===== config.mk =====
export PLATFORM = sky130hd
export DESIGN_NAME = vending_machine
export DESIGN_NICKNAME = d
export VERILOG_FILES = /design/src/rtl/vending_machine.sv
export SDC_FILE = /design/constraint.sdc
export NUM_CORES = 1
export LEC_CHECK = 0
export ABC_AREA = 1
export ABC_CLOCK_PERIOD_IN_PS = 3300
export CAP_MARGIN = 5
export CORE_AREA = 2 2 39 41
export DETAILED_ROUTE_END_ITERATION = 10
export DIE_AREA = 0 0 41 43
export PLACE_DENSITY = 0.63
export SLEW_MARGIN = 20
export SYNTH_ARGS = -nofsm -noshare
export SYNTH_HDL_FRONTEND = slang
export SYNTH_SLANG_ARGS = --single-unit

===== constraint.sdc =====
create_clock -name clk -period 3.3 [get_ports clk]
set_input_delay 0.66 -clock clk [delete_from_list [all_inputs] [get_ports clk]]
set_output_delay 0.66 -clock clk [all_outputs]
set_load 0.01 [all_outputs]

===== src/rtl/vending_machine.sv =====
// Coin vending controller: accumulates credit from coins a/b, vends at PRICE,
// returns excess as change. Optional refund via `VM_REFUND_EN (adds cancel).
//
// Ports:
//   clk    - clock, rising edge
//   rst    - asynchronous active-low reset
//   cancel - refund request (only when VM_REFUND_EN is defined)
//   a      - coin a present this cycle (worth A_VAL)
//   b      - coin b present this cycle (worth B_VAL)
//   change - change returned in credit units (registered)
//   out    - one-cycle dispense pulse per item (registered)
module vending_machine #(
    parameter int PRICE = 3,
    parameter int A_VAL = 1,
    parameter int B_VAL = 2,
    parameter int CW    = 4
) (
    input  logic       clk,
    input  logic       rst,
`ifdef VM_REFUND_EN
    input  logic       cancel,
`endif
    input  logic       a,
    input  logic       b,
    output logic [2:0] change,
    output logic       out
);

    if (2**CW <= PRICE - 1 + A_VAL + B_VAL) begin : g_cw_chk
        $error("vending_machine: CW too narrow for PRICE-1+A_VAL+B_VAL");
    end

    logic [CW-1:0] credit_q, credit_d;
    logic [2:0]    change_q, change_d;
    logic          out_q, out_d;
    logic [CW-1:0] sum;

    always_comb begin
        sum      = credit_q
                 + (a ? CW'(A_VAL) : '0)
                 + (b ? CW'(B_VAL) : '0);
        credit_d = sum;
        change_d = '0;
        out_d    = 1'b0;
`ifdef VM_REFUND_EN
        // Refund wins over a sale completing in the same cycle.
        if (cancel) begin
            change_d = 3'(sum);
            credit_d = '0;
        end else
`endif
        if (sum >= CW'(PRICE)) begin
            out_d    = 1'b1;
            change_d = 3'(sum - CW'(PRICE));
            credit_d = '0;
        end
    end

    always_ff @(posedge clk or negedge rst) begin
        if (!rst) begin
            credit_q <= '0;
            change_q <= '0;
            out_q    <= 1'b0;
        end else begin
            credit_q <= credit_d;
            change_q <= change_d;
            out_q    <= out_d;
        end
    end

    assign change = change_q;
    assign out    = out_q;

endmodule


## Word-level counts from Yosys, hierarchy flattened

Index checks and enable logic that the tools add are counted.

- Bits in registers: 8
- Bits of input ports: 4
- Output and inout port bits: 4

- Add/subtract/negate cells: 3
- Magnitude comparators: 1
- Multiplexer cells: 5

Operators by type and width:

| kind | count |
|---|---|
| $add A4 B1 Y4 | 1 |
| $add A4 B2 Y4 | 1 |
| $ge A4 B2 Y1 const B | 1 |
| $mux W4 | 1 |
| $mux W3 | 1 |
| $sub A3 B2 Y3 const B | 1 |
| $mux W1 | 2 |
| $mux W2 | 1 |

## Logic depth before layout (Yosys ltp)

- Word-level depth: 5
- Mapped depth: 8

## Worst setup path before layout

No wires, ideal clock.

- Path kind: input port to flip-flop
- Start point: input port a
- End point: register change_q[0], in the netlist change[0]
- Data arrival time: 1.802 ns
- Required time: 3.173 ns
- Path slack: 1.371 ns
- Cell stages on the path: 5
- Buffers on the path: 0
- Path through: ha_1 > fa_1 > ha_1 > nor2_4 > a21oi_1

- Longest elaborated chain between the ends: 5
- Elaborated cells on any way between the ends: 6

RTL lines:

| what | RTL line | RTL |
|---|---|---|
| start: declaration | 23 | `input logic a,` |
| $mux W1 * | 40 | `+ (a ? CW'(A_VAL) : '0)` |
| $add A4 B1 Y4 * | 40 |  |
| $add A4 B2 Y4 * | 41 | `+ (b ? CW'(B_VAL) : '0);` |
| $ge A4 B2 Y1 / $sub A3 B2 Y3 (equally long branches) | 52, 54 |  |
| $mux W3 * | 52 | `if (sum >= CW'(PRICE)) begin` |
| named net change_d[0] | 34 | `logic [2:0] change_q, change_d;` |
| end signal: assignment | 66 | `change_q <= change_d;` |
| end: declaration | 34 |  |

The timed path passes the listed nets; every way through them passes the cells marked *.

## Worst setup path after layout

- Start point: input port a
- End point: register credit_q[1]

- Longest elaborated chain between the ends: 5

RTL lines:

| what | RTL line | RTL |
|---|---|---|
| $mux W1 * | 40 |  |
| $add A4 B1 Y4 * | 40 |  |
| $add A4 B2 Y4 * | 41 |  |
| $ge A4 B2 Y1 | 52 |  |
| $mux W4 * | 52 |  |
| named net credit_d[1] | 33 | `logic [CW-1:0] credit_q, credit_d;` |
| end signal: assignment | 65 | `credit_q <= credit_d;` |
| end: declaration | 33 |  |

Marks and branches as above.

==> impl_metrics.json <==
{
  "status": "complete, no violations",
  "yosysMostFrequentCell": "dfrtp_1",
  "synth_top_area_share_pct": 51.28,
  "routabilityCongestion": 0.6608,
  "ir_drop_mv": 0.2075,
  "hold_slack_ns": 0.5937,
  "drv_slew": 0,
  "drive_gt1_share_pct": 18.37,
  "finalSetupTns_ns": 0,
  "grt_pass1_wl_mm": 1.028,
  "grt_util_met2_pct": 12.81,
  "switchingPower_uw": 66.89,
  "vias": 261,
  "end_kind": "flop",
  "yosys.cell_types.count": 14,
  "cts_root_buf": "clkbuf_4",
  "io_buffers": 7,
  "synth_seq_cells": 8,
  "post-route-period-util_pct": 66.24,
  "required_ns": 3.48,
  "start_util_pct": 28.21,
  "p_seq_share_pct": 45.9,
  "synth_commonest_cells": "dfrtp_1 (8), nand2_1 (7), inv_1 (5)",
  "synth_ff_type": "dfrtp_1",
  "grt_util_met3_pct": 3.141,
  "dp_hpwl_um": 568,
  "synthCells": 38,
  "drtAntennaViolNets": 0,
  "use_met1_pct": 11.67,
  "p_comb_share_pct": 24.8,
  "synthArstFlopShare_pct": 100.0,
  "numCtsBuffers": 3,
  "min_period_ns": 2.186,
  "min_path_type": "reg2reg",
  "route.detailed.drc": 0,
  "die_h_um": 43,
  "cts_tree": "done",
  "grt.busiest_layer": "met2",
  "cp_data_arrival_time_ns": 2.37,
  "clock_sinks": 8,
  "syn_area_per_cell_um2": 10.27,
  "overflow": 0,
  "worstSkewPairLatency_ns": 0.25,
  "synth-edff-count": 0,
  "wire_per_inst_um": 10.20,
  "worstPathMaxFanout": 4,
  "cellInternalPower_uw": 182.2,
  "setup_violations": 0,
  "dr.pass1.iters": 1,
  "hold_end": "change[0]",
  "clock_power_share_pct": 29.3,
  "synth.cell_area_um2": 390.4,
  "grt_usage_pct": 10.15,
  "hold_viol": 0,
  "clk_path_buf_depth": 2,
  "cts_htree_levels": 1,
  "n_antenna_cell": 0,
  "die-area_um2": 1763,
  "yosysTopAreaCell": "dfrtp_1",
  "fmax_mhz": 457.5,
  "maxCapViolCount": 0,
  "hp-start": "credit_q[0]",
  "cts_hold_buf": 0,
  "fp-row-count": 14,
  "die_width_um": 41,
  "finClkSkew_ns": 0.001298,
  "cts_setup_buffers": 0,
  "rr_worst_depth": 6,
  "antenna_found_initial": 0,
  "p_total_uw": 249.1,
  "ys_seq_area_share_pct": 51.28,
  "core-area_um2": 1384,
  "drt_iter0_markers": 0,
  "switching_share_pct": 26.85,
  "clk_pin_slew_ns": 0.05,
  "grt_max_degree": 9,
  "ctsResizeCount": 0,
  "reg2reg_from": "credit_q[0]",
  "r2r_end": "credit_q[1]",
  "power.leakage_uw": 0.0002558,
  "num_io_pins": 8,
  "whs_path_depth": 2,
  "final_core_util_pct": 36.62,
  "grt_pass1_vias": 245,
  "synthTopCellsByArea": "dfrtp_1 (51%), ha_1 (9.6%), nand2_1 (6.7%)",
  "yosys_warnings": 0,
  "rsz0062_at_grt": "no",
  "crit_start": "a",
  "syn2layout_area_growth_pct": 29.81,
  "start_kind": "primary input",
  "crit_type": "in2reg",
  "routed_via_density": 4.015,
  "final_nets": 59,
  "wl_um": 663,
  "pwr_density_cell_nw_per_um2": 491.6,
  "reg2reg_slack_ns": 1.58
}
[kinds of logic (layout without fill, tap and decap cells)]
family / count (synthesis) / count (layout) / synth area share [%]
adder cells (fa/ha/maj): 4 / 4 / 14.74
other: 1 / 2 / 0.9606
AND/OR/NAND/NOR: 17 / 17 / 24.68
AO/OA/AOI/OAI: 2 / 2 / 2.564
flip-flops: 8 / 8 / 51.28
buffers and inverters: 6 / 16 / 5.769
[through the flow]
stage	instances	setup WS (ns)	instance area [um^2]
after floorplan	39	1.371	394.1
after CTS	65	1.113	506.7
after detailed placement	62	0.8459	484.2
final	65	1.114	506.7
after global placement	62	0.8806	484.2
after global routing	65	1.052	506.7
[worst max path at each step]
stage	end	slack, ns	depth (start not counted)
2_1_floorplan	change[0]	1.37	5
3_3_place_gp	change[0]	0.88	6
3_5_place_dp	credit_q[1]	0.85	7
4_1_cts	credit_q[1]	1.11	7
5_1_grt	credit_q[1]	1.05	7
6_report	credit_q[1]	1.11	7
[power groups by stage]
stage | Sequential (uW) | Clock [uW] | Combinational [uW]
finish | 114 | 73.0 | 61.8
global route | 116 | 86.7 | 69.0
CTS | 115 | 80.5 | 63.1
detailed placement | 117 | 0 | 62.7
global placement | 115 | 0 | 62.1
floorplan | 120 | 0 | 29.9
[final cells by class]
class                           instances  area (um^2)
Fill cell                             136        877.1
Sequential cell                         8        200.2
Multi-Input combinational cell         25        171.4
Timing Repair Buffer                    7        70.07
Clock buffer                            3        22.52
Inverter                                6        22.52
Tap cell                               16        20.02
[flip-flops by register name (all words and copies together) (netlist names)]
| register | count |
|---|---|
| credit_q | 4 |
| out | 1 |
| change | 3 |
[cells in the final DEF (no fill, tap or decap), drive strengths merged]
master / instances
dfrtp: 8
nor2: 5
nand3: 4
clkdlybuf4s50: 7
ha: 3
clkinv: 1
clkbuf: 3
nand2: 8
conb: 2
fa: 1
a21oi: 2
inv: 5
[critical path: stages]
cell and delay [ns]:
clkdlybuf4s50_1 0.46, ha_1 0.20, fa_1 0.45, ha_1 0.26, nor2_4 0.18, nand2_4 0.07, nor2_2 0.08
[layer usage]
metal,routed length (um),part of all wire [%]
met4,0,0
met2,364,55
met1,287,43
met5,0,0
met3,10,1.5
Power figures use the tool's default switching activity.
